[config.mk]
export PLATFORM = sky130hd
export DESIGN_NAME = xadc_winner_filter_flat
export DESIGN_NICKNAME = d
export VERILOG_FILES = /design/src/rtl/xadc_winner_filter_if.sv /design/src/rtl/xadc_winner_filter.sv /design/src/flat_wrapper.sv
export SDC_FILE = /design/constraint.sdc
export NUM_CORES = 1
export LEC_CHECK = 0
export ABC_CLOCK_PERIOD_IN_PS = 7300
export BUFFER_PORTS_ARGS = -buffer_cell sky130_fd_sc_hd__buf_2
export CAP_MARGIN = 40
export CORE_ASPECT_RATIO = 1.75
export CORE_MARGIN = 5
export CORE_UTILIZATION = 35
export DETAILED_ROUTE_END_ITERATION = 8
export GPL_ROUTABILITY_DRIVEN = 0
export PLACE_DENSITY = 0.6
export REMOVE_ABC_BUFFERS = 1
export SLEW_MARGIN = 20
export SYNTH_ARGS = -nofsm -noshare
export SYNTH_HDL_FRONTEND = slang
export SYNTH_SLANG_ARGS = --single-unit
[constraint.sdc]
create_clock -name S_AXI_ACLK -period 7.3 [get_ports S_AXI_ACLK]
set_clock_uncertainty 0.2 [all_clocks]
set_input_delay 0.365 -clock S_AXI_ACLK [delete_from_list [all_inputs] [get_ports S_AXI_ACLK]]
set_output_delay 0.365 -clock S_AXI_ACLK [all_outputs]
set_load 0.01 [all_outputs]
[src/rtl/xadc_winner_filter_if.sv]
// Sample/result bundle between the XADC readout stage and the winner filter.
// The master side feeds samples and soft clear; the slave side (the filter)
// returns the filtered winner, per-channel averages and frame count.
interface xadc_winner_filter_if #(
  parameter int SAMPLE_WIDTH = 12
);
  logic                    clear;
  logic                    sample_valid;
  logic [SAMPLE_WIDTH-1:0] aux0;
  logic [SAMPLE_WIDTH-1:0] aux1;
  logic [SAMPLE_WIDTH-1:0] aux2;
  logic [SAMPLE_WIDTH-1:0] aux3;
  logic [1:0]              network_output;
  logic                    winner_valid;
  logic                    winner_changed;
  logic [SAMPLE_WIDTH-1:0] avg0;
  logic [SAMPLE_WIDTH-1:0] avg1;
  logic [SAMPLE_WIDTH-1:0] avg2;
  logic [SAMPLE_WIDTH-1:0] avg3;
  logic [15:0]             frame_count;

  modport master (
    output clear, sample_valid, aux0, aux1, aux2, aux3,
    input  network_output, winner_valid, winner_changed,
           avg0, avg1, avg2, avg3, frame_count
  );

  modport slave (
    input  clear, sample_valid, aux0, aux1, aux2, aux3,
    output network_output, winner_valid, winner_changed,
           avg0, avg1, avg2, avg3, frame_count
  );
endinterface

[src/rtl/xadc_winner_filter.sv]
// Frame-averaging winner filter for the four XADC aux channels.
// Accumulates 2^AVG_LOG2 samples per channel, publishes truncated averages,
// runs a 4-cycle sequential argmax, then applies threshold + hysteresis to
// produce a stable 2-bit winner with a one-cycle change pulse.
module xadc_winner_filter #(
  parameter int                      SAMPLE_WIDTH = 12,
  parameter int                      AVG_LOG2     = 4,
  parameter logic [SAMPLE_WIDTH-1:0] THRESH       = 12'd256,
  parameter logic [SAMPLE_WIDTH-1:0] HYST         = 12'd64
) (
  input logic                S_AXI_ACLK,
  input logic                S_AXI_ARESETN,
  xadc_winner_filter_if.slave bus
);

  localparam int ACC_W = SAMPLE_WIDTH + AVG_LOG2;
  localparam int CNT_W = AVG_LOG2 + 1;
  localparam logic [CNT_W-1:0] LAST_SAMPLE = CNT_W'((1 << AVG_LOG2) - 1);

  localparam logic [1:0] ST_ACCUM  = 2'd0;
  localparam logic [1:0] ST_SCAN   = 2'd1;
  localparam logic [1:0] ST_DECIDE = 2'd2;

  logic [SAMPLE_WIDTH-1:0] aux_in  [4];
  logic [ACC_W-1:0]        acc_q   [4];
  logic [ACC_W-1:0]        acc_sum [4];
  logic [SAMPLE_WIDTH-1:0] avg_q   [4];
  logic [CNT_W-1:0]        cnt_q;
  logic                    frame_end;
  logic [15:0]             frame_count_q;

  logic [1:0]              state_q;
  logic [1:0]              idx_q;
  logic [SAMPLE_WIDTH-1:0] best_q;
  logic [1:0]              best_idx_q;
  logic [1:0]              winner_q;
  logic                    winner_valid_q;
  logic                    winner_changed_q;

  logic [SAMPLE_WIDTH-1:0] cur_avg;
  logic [SAMPLE_WIDTH:0]   hyst_sum;
  logic                    meets_thresh;
  logic                    beats_current;

  // Per-channel running sums including the sample currently on the bus.
  always_comb begin
    aux_in[0] = bus.aux0;
    aux_in[1] = bus.aux1;
    aux_in[2] = bus.aux2;
    aux_in[3] = bus.aux3;
    for (int unsigned i = 0; i < 4; i++) begin
      acc_sum[i] = acc_q[i] + ACC_W'(aux_in[i]);
    end
    frame_end = bus.sample_valid && (cnt_q == LAST_SAMPLE);
  end

  // Threshold and hysteresis tests against the scanned best average.
  always_comb begin
    cur_avg       = avg_q[winner_q];
    hyst_sum      = {1'b0, cur_avg} + {1'b0, HYST};
    meets_thresh  = (best_q >= THRESH);
    beats_current = (best_idx_q != winner_q) && ({1'b0, best_q} >= hyst_sum);
  end

  // Accumulators and sample counter; cleared at frame end and on soft clear.
  always_ff @(posedge S_AXI_ACLK or negedge S_AXI_ARESETN) begin
    if (!S_AXI_ARESETN) begin
      for (int unsigned i = 0; i < 4; i++) acc_q[i] <= '0;
      cnt_q <= '0;
    end else if (bus.clear) begin
      for (int unsigned i = 0; i < 4; i++) acc_q[i] <= '0;
      cnt_q <= '0;
    end else if (bus.sample_valid) begin
      if (frame_end) begin
        for (int unsigned i = 0; i < 4; i++) acc_q[i] <= '0;
        cnt_q <= '0;
      end else begin
        for (int unsigned i = 0; i < 4; i++) acc_q[i] <= acc_sum[i];
        cnt_q <= cnt_q + 1'b1;
      end
    end
  end

  // Published averages and completed-frame counter.
  always_ff @(posedge S_AXI_ACLK or negedge S_AXI_ARESETN) begin
    if (!S_AXI_ARESETN) begin
      for (int unsigned i = 0; i < 4; i++) avg_q[i] <= '0;
      frame_count_q <= '0;
    end else if (bus.clear) begin
      for (int unsigned i = 0; i < 4; i++) avg_q[i] <= '0;
      frame_count_q <= '0;
    end else if (frame_end) begin
      for (int unsigned i = 0; i < 4; i++) begin
        avg_q[i] <= SAMPLE_WIDTH'(acc_sum[i] >> AVG_LOG2);
      end
      frame_count_q <= frame_count_q + 16'd1;
    end
  end

  // Scan/decide FSM; a new frame end always restarts the scan at index 0,
  // so a decision pending from the previous frame is simply abandoned.
  always_ff @(posedge S_AXI_ACLK or negedge S_AXI_ARESETN) begin
    if (!S_AXI_ARESETN) begin
      state_q          <= ST_ACCUM;
      idx_q            <= '0;
      best_q           <= '0;
      best_idx_q       <= '0;
      winner_q         <= '0;
      winner_valid_q   <= 1'b0;
      winner_changed_q <= 1'b0;
    end else if (bus.clear) begin
      state_q          <= ST_ACCUM;
      idx_q            <= '0;
      best_q           <= '0;
      best_idx_q       <= '0;
      winner_q         <= '0;
      winner_valid_q   <= 1'b0;
      winner_changed_q <= 1'b0;
    end else begin
      winner_changed_q <= 1'b0;
      if (frame_end) begin
        state_q <= ST_SCAN;
        idx_q   <= '0;
      end else begin
        case (state_q)
          ST_SCAN: begin
            if ((idx_q == 2'd0) || (avg_q[idx_q] > best_q)) begin
              best_q     <= avg_q[idx_q];
              best_idx_q <= idx_q;
            end
            idx_q <= idx_q + 2'd1;
            if (idx_q == 2'd3) state_q <= ST_DECIDE;
          end
          ST_DECIDE: begin
            state_q <= ST_ACCUM;
            if (!meets_thresh) begin
              winner_valid_q <= 1'b0;
            end else if (!winner_valid_q) begin
              winner_q         <= best_idx_q;
              winner_valid_q   <= 1'b1;
              winner_changed_q <= 1'b1;
            end else if (beats_current) begin
              winner_q         <= best_idx_q;
              winner_changed_q <= 1'b1;
            end
          end
          default: state_q <= ST_ACCUM;
        endcase
      end
    end
  end

  assign bus.network_output = winner_q;
  assign bus.winner_valid   = winner_valid_q;
  assign bus.winner_changed = winner_changed_q;
  assign bus.avg0           = avg_q[0];
  assign bus.avg1           = avg_q[1];
  assign bus.avg2           = avg_q[2];
  assign bus.avg3           = avg_q[3];
  assign bus.frame_count    = frame_count_q;

endmodule

[src/flat_wrapper.sv]
// flat-port wrapper written by rule: the top's interface ports become plain ports
module xadc_winner_filter_flat 
#(
  parameter int                      SAMPLE_WIDTH = 12,
  parameter int                      AVG_LOG2     = 4,
  parameter logic [SAMPLE_WIDTH-1:0] THRESH       = 12'd256,
  parameter logic [SAMPLE_WIDTH-1:0] HYST         = 12'd64
)
  (S_AXI_ACLK, S_AXI_ARESETN, bus_clear, bus_sample_valid, bus_aux0, bus_aux1, bus_aux2, bus_aux3, bus_network_output, bus_winner_valid, bus_winner_changed, bus_avg0, bus_avg1, bus_avg2, bus_avg3, bus_frame_count);
  xadc_winner_filter_if #(.SAMPLE_WIDTH(SAMPLE_WIDTH)) bus_i ();
  input logic S_AXI_ACLK;
  input logic S_AXI_ARESETN;
  input wire logic [$bits(bus_i.clear)-1:0] bus_clear;
  input wire logic [$bits(bus_i.sample_valid)-1:0] bus_sample_valid;
  input wire logic [$bits(bus_i.aux0)-1:0] bus_aux0;
  input wire logic [$bits(bus_i.aux1)-1:0] bus_aux1;
  input wire logic [$bits(bus_i.aux2)-1:0] bus_aux2;
  input wire logic [$bits(bus_i.aux3)-1:0] bus_aux3;
  output wire logic [$bits(bus_i.network_output)-1:0] bus_network_output;
  output wire logic [$bits(bus_i.winner_valid)-1:0] bus_winner_valid;
  output wire logic [$bits(bus_i.winner_changed)-1:0] bus_winner_changed;
  output wire logic [$bits(bus_i.avg0)-1:0] bus_avg0;
  output wire logic [$bits(bus_i.avg1)-1:0] bus_avg1;
  output wire logic [$bits(bus_i.avg2)-1:0] bus_avg2;
  output wire logic [$bits(bus_i.avg3)-1:0] bus_avg3;
  output wire logic [$bits(bus_i.frame_count)-1:0] bus_frame_count;
  assign bus_i.clear = bus_clear;
  assign bus_i.sample_valid = bus_sample_valid;
  assign bus_i.aux0 = bus_aux0;
  assign bus_i.aux1 = bus_aux1;
  assign bus_i.aux2 = bus_aux2;
  assign bus_i.aux3 = bus_aux3;
  assign bus_network_output = bus_i.network_output;
  assign bus_winner_valid = bus_i.winner_valid;
  assign bus_winner_changed = bus_i.winner_changed;
  assign bus_avg0 = bus_i.avg0;
  assign bus_avg1 = bus_i.avg1;
  assign bus_avg2 = bus_i.avg2;
  assign bus_avg3 = bus_i.avg3;
  assign bus_frame_count = bus_i.frame_count;
  xadc_winner_filter #(.SAMPLE_WIDTH(SAMPLE_WIDTH), .AVG_LOG2(AVG_LOG2), .THRESH(THRESH), .HYST(HYST)) u_core (.S_AXI_ACLK(S_AXI_ACLK), .S_AXI_ARESETN(S_AXI_ARESETN), .bus(bus_i));
endmodule
-- Yosys cells after proc, flatten, opt, wreduce, memory -nomap -nowiden
Cells that the tools add are included.
- input bits: 52
- register bits after elaboration: 155
- output and inout bits: 68
- logic and storage cells: 101
- reduce and logical (&&, ||, !) cells: 14
- bitwise gates (word level): 2
- magnitude comparators: 5
- mux-type cells: 47
- $add $sub $neg: 8
- equality and inequality tests: 8
- operator list (cell ; count):
    2-to-1 mux 64 bit ; 3
    2-to-1 mux 12 bit ; 8
    2-to-1 mux 48 bit ; 2
    adder 16 x 12 -> 16 bit ; 4
    binary-select mux 12 bit (select 2 bit) ; 2
    2-to-1 mux 2 bit ; 17
    2-to-1 mux 16 bit ; 2
    adder 16 x 1 -> 16 bit (second input constant) ; 1
    2-to-1 mux 5 bit ; 3
    adder 12 x 7 -> 13 bit (second input constant) ; 1
    >= comparator 12 x 13 -> 1 bit ; 1
    >= comparator 12 x 9 -> 1 bit (second input constant) ; 1
    greater-than comparator 12 bit ; 1
    nonzero test 2 bit ; 6
    2-to-1 mux 1 bit ; 10
    >= comparator 3 bit (second input constant) ; 2
    inverter 2 -> 3 bit ; 2
    adder 5 x 1 -> 5 bit (second input constant) ; 1
    equality test 5 x 4 -> 1 bit (second input constant) ; 1
    equality test 2 bit (second input constant) ; 2
    inequality test 4 x 2 -> 1 bit (second input constant) ; 1
    AND reduction 4 bit ; 1
    inequality test 3 bit (second input constant) ; 1
    AND reduction 3 bit ; 1
    9 further kinds ; 10

-- Depth between registers and ports, before layout
- depth in word-level cells: 13
- depth in mapped cells: 13

-- Least setup slack after synthesis
OpenSTA, ideal clock, no wires.
- path type: register to register
- start point: register u_core.winner_q[0], in the netlist u_core.bus.network_output[0]
- end point: register u_core.winner_q[0], in the netlist u_core.bus.network_output[0]
- path buffers: 2
- data required time: 6.970 ns
- slack: 3.826 ns
- cell stages (with the launch flop): 14
- data arrival time: 3.144 ns
- cells stage by stage: dfrtp_1 -> buf_2 -> buf_2 -> mux4_2 -> ha_1 -> and2_1 -> nand2_1 -> xor2_1 -> ha_1 -> a21o_1 -> a221o_1 -> a31oi_1 -> nor3_2 -> mux2i_1
- longest elaborated chain between the ends: 9
- elaborated cells between the ends (all ways): 10
- ends and longest elaborated chain (item ; line ; source):
    start, declared ; xadc_winner_filter.sv:36 ; logic [1:0] winner_q;
    start signal, assigned ; xadc_winner_filter.sv:139 ; winner_q <= best_idx_q;
    start signal, assigned ; xadc_winner_filter.sv:143 ; winner_q <= best_idx_q;
    inverter 2 -> 3 bit (implied by the code) ; xadc_winner_filter.sv:59 ; cur_avg = avg_q[winner_q];
    binary-select mux 12 bit (select 2 bit) ; xadc_winner_filter.sv:59 ;
    2-to-1 mux 12 bit (implied by the code) (2 in a row) ; xadc_winner_filter.sv:59 ;
    adder 12 x 7 -> 13 bit ; xadc_winner_filter.sv:60 ; hyst_sum = {1'b0, cur_avg} + {1'b0, HYST};
    >= comparator 12 x 13 -> 1 bit ; xadc_winner_filter.sv:62 ; beats_current = (best_idx_q != winner_q) && ({1'b0, best_q} >= hyst_sum);
    logical AND 1 bit (*) ; xadc_winner_filter.sv:62 ;
    inequality test 3 bit (no source line) (*) ; -- ;
    AND reduction 4 bit (no source line) (*) ; -- ;
Mark *: on every way between the ends. The rest lies on a longest branch, timed or not. The select of a mux whose other input is x is not followed.
A chain may end at the register's enable or synchronous reset.

-- Final worst setup path
Ends and elaborated chain as after synthesis.

==> results_dict.tcl <==
set metrics [dict create \
    status "completed" \
    wl_met1_um 11100 \
    syn2layout_area_growth_pct 16.3 \
    power.total_mw 2.38 \
    finalMaxSlewViolations 0 \
    avgRoutedWirePerCell_um 19.0 \
    multiInputGateArea_um2 5630 \
    min_period_over_period_pct 49.8 \
    swShare_pct 29.5 \
    worst_path_most_repeated_cell "sky130_fd_sc_hd__ha_1" \
    nets 1239 \
    dr_wl_met3_um 1290 \
    post-cts-setup-buffer-count 0 \
    met2_wirelength_um 14700 \
    finalCriticalPeriod_ps 3640 \
    hold-path-endpoint "u_core.acc_q[32]$_DFFE_PN0P_" \
    setup_viol_count_final 0 \
    rows 81 \
    critPathSlowestCell "sky130_fd_sc_hd__dfrtp_1" \
    ctsLongestPathBuffers 2 \
    yosys_most_used_dff "sky130_fd_sc_hd__dfrtp_1" \
    wl_um 28400 \
    synth.largest_area_cell "sky130_fd_sc_hd__dfrtp_1" \
    syn-cell-area_um2 9830 \
    syn_avg_cell_area_um2 9.79 \
    port-buffer-count 119 \
    core_region_area_um2 27900 \
    hold_path_cells 3 \
    synth.distinct_cells 61 \
    fp.dieArea_um2 31700 \
    clkPwrFrac_pct 40.8 \
    cts.clk_slew.worst_paths_ps 60 \
    clk-insertion-delay-late_ps 450 \
    endpoint_kind_of_the_worst_setup_timing_path "flip-flop" \
    yosys-top-cells-count "155 x sky130_fd_sc_hd__dfrtp_1, 105 x sky130_fd_sc_hd__nand2_1, 77 x sky130_fd_sc_hd__ha_1" \
    p_leak_nw 5.17 \
    critical_path_class "reg -> reg" \
    vdd_ir_drop_max_v 0.000162 \
    post_drt_via_cell_ratio 5.46 \
    htree_levels 4 \
    critPathMaxStageDelay_ps 580 \
    numClockSinks 155 \
    post-route-drc-count 0 \
    synth_top_area_share_pct 39.5 \
    cp_max_fo 10 \
    rr_startpoint "u_core.bus.network_output[0]$_DFFE_PN0P_" \
    post_cts.resized_instances 0 \
    synth.ff_latch_count 155 \
    worst_hold_path_type "in -> reg" \
    sequentialPowerShare_pct 39.0 \
    synth-seq-area-share_pct 39.5 \
    postSynth.asyncResetShare_pct 100 \
    p_int_mw 1.68 \
    maxCapViolCount 0 \
    detail_route.first_pass.iterations 7 \
    cell_chain_of_the_critical_path "buf_8, mux4_2, ha_1, and2_1, nand2_1, xor2_1, ha_1, a21o_1, a221o_1, a31oi_1, nor3_2, mux2i_1" \
    detail_route.iter0.violations 458 \
    timing.reg2reg.setup_slack_ps 3660 \
    grt_pass1_wl_um 44900 \
    cellPowerDensity_nw_per_um2 209 \
    chipWidth_um 137 \
    postCtsHoldBufs 1 \
    die-height_um 232 \
    power.switching_uw 704 \
    synthesis.instances 1004 \
    critical_path_at_ps 3760 \
    hp-start "bus_aux1[0]" \
    post-synth-top-count-cell "sky130_fd_sc_hd__dfrtp_1" \
    global_route.usage.total_pct 18.4 \
    crit_required_ps 7420 \
    tritoncts.num_buffers 17 \
    final-seq-area_um2 3880 \
    report.final.hold_viol_count 0 \
    synth_enable_flop_cells 0 \
    pin_count 120 \
    first_global_vias 8286 \
    antenna_cells_inserted 0 \
    cts_tree "built" \
    max-slew-margin-rel_pct 46.4 \
    worst-slew-pin-transition_ps 803 \
    layout-drive-gt1-share_pct 18.4 \
    antenna_left 0 \
    critPathLaunchType "flip-flop" \
    share_comb_of_total_power_pct 20.2 \
    pin_count_of_the_biggest_net_entering_global_routing 76 \
    clock.fmax_ghz 0.275 \
    hpwlAfterDp_um 21000 \
    ys_top_cells_by_area "sky130_fd_sc_hd__dfrtp_1 39%, sky130_fd_sc_hd__ha_1 9.8%, sky130_fd_sc_hd__mux4_2 5.5%, sky130_fd_sc_hd__xnor2_1 4.6%, sky130_fd_sc_hd__nand2_1 4.0%" \
    totalNegativeSetupSlack_ps 0 \
    count_of_cells_along_the_worst_register_to_register_path 12 \
    final_layout_fill_cell_count 2775 \
    initial_antenna_violation_count 0 \
    highest_layer "met4" \
    vias 8149 \
    regToRegEndpoint "u_core.bus.network_output[0]$_DFFE_PN0P_" \
    grt_remaining_overflow 0 \
    setup_repair_after_global_routing_missed_its_margin "no" \
    initial_utilization_pct 35.3 \
    yosysWarningCount 0 \
    clock_root_buffer "sky130_fd_sc_hd__clkbuf_16" \
]
-- placed cells by master (no fill, tap or decap), drive strengths merged, types with 3 or more instances in the layout --
master / n
a211oi: 30
nand4: 10
bufinv: 4
and2: 4
nor2: 67
a21boi: 3
o211ai: 11
a22o: 42
nand2: 105
a41oi: 8
a31o: 3
xnor2: 52
dfrtp: 155
nand2b: 10
or3: 7
nand3: 26
nor3b: 3
o21a: 6
clkinv: 7
clkbuf: 18
o21ai: 74
buf: 130
nor3: 20
a21oi: 75
a31oi: 5
and3: 13
mux2i: 3
nor4b: 4
nor2b: 3
nand3b: 3
ha: 77
nor4: 7
fa: 4
xor2: 24
mux4: 24
o21bai: 7
inv: 32
a21o: 23
-- flip-flops by register name, indices dropped and copies added, names as in the netlist --
signal,flops
u_core.bus.avg2,12
u_core.bus.avg1,12
u_core.bus.avg0,12
u_core.bus.frame_count,16
u_core.bus.network_output,2
u_core.best_idx_q,2
u_core.bus.winner_changed,1
u_core.acc_q,64
u_core.bus.winner_valid,1
u_core.best_q,12
u_core.cnt_q,5
u_core.idx_q,2
u_core.bus.avg3,12
u_core.state_q,2
-- stage by stage --
stage / setup slack [ps] / std cells / utilization, % / area [µm²] / hold slack [ps]
6_report: 3660 / 1492 / 41.0 / 11400 / 71.8
5_1_grt: 3400 / 1492 / 41.0 / 11400 / 74.6
4_1_cts: 3420 / 1491 / 41.0 / 11400 / 55.8
3_5_place_dp: 3460 / 1458 / 38.6 / 10800 / 229
3_3_place_gp: 3540 / 1456 / 38.6 / 10700 / 222
2_1_floorplan: 2790 / 956 / - / 9600 / -131
-- worst max-delay path by stage --
| stage | start | to | slack, ps | cells past startpoint |
|---|---|---|---|---|
| floorplan | u_core.cnt_q[0]$_DFFE_PN0P_ | u_core.acc_q[62]$_DFFE_PN0P_ | 2790 | 6 |
| global placement | u_core.bus.network_output[0]$_DFFE_PN0P_ | u_core.bus.network_output[0]$_DFFE_PN0P_ | 3540 | 11 |
| detailed placement | u_core.bus.network_output[0]$_DFFE_PN0P_ | u_core.bus.network_output[0]$_DFFE_PN0P_ | 3460 | 11 |
| CTS | u_core.bus.network_output[0]$_DFFE_PN0P_ | u_core.bus.network_output[0]$_DFFE_PN0P_ | 3420 | 11 |
| global route | u_core.idx_q[0]$_DFFE_PN0P_ | u_core.best_q[3]$_DFFE_PN0P_ | 3400 | 9 |
| finish | u_core.bus.network_output[0]$_DFFE_PN0P_ | u_core.bus.network_output[0]$_DFFE_PN0P_ | 3660 | 12 |
-- worst max-delay path: cells and delay by family (launching register included) --
family          cells  cell delay, ps
compound gates      3             790
mux                 2             710
flops               1             580
fa+ha+maj           2             500
simple gates        3             360
buf+inv             1             220
xor+xnor            1             150
-- layer usage --
metal | global-route usage [%] | up-vias
met5 | 0 | -
met3 | 4.00 | 64
met2 | 32.0 | 192
li1 | - | 3893
met1 | 20.8 | 4000
met4 | 9.30 | 0
-- layout make-up --
cell class | instances | area share (%)
Inverter | 31 | 1.02
Timing Repair Buffer | 131 | 6.21
Clock inverter | 14 | 1.70
Multi-Input combinational cell | 770 | 49.2
Clock buffer | 18 | 3.84
Tap cell | 373 | 4.08
Sequential cell | 155 | 33.9
-- power groups by stage --
stage                     clock, mW  sequential (mW)  combinational (mW)
after floorplan                   0            0.938               0.349
after global placement            0            0.945               0.476
after detailed placement          0            0.946               0.482
after CTS                     0.989            0.930               0.486
after global routing           1.02            0.935               0.543
final                         0.971            0.931               0.481
-- logic make-up after synthesis --
family                   after synthesis  synth area share (%)
buffers and inverters                 79                  3.44
flip-flops                           155                  39.5
XOR/XNOR                              76                  6.77
AND/OR/NAND/NOR                      286                  13.7
multiplexers                          27                  5.81
adder cells (fa/ha/maj)               81                  10.6
AO/OA/AOI/OAI                        300                  20.2
Power figures use the tool's default switching activity.
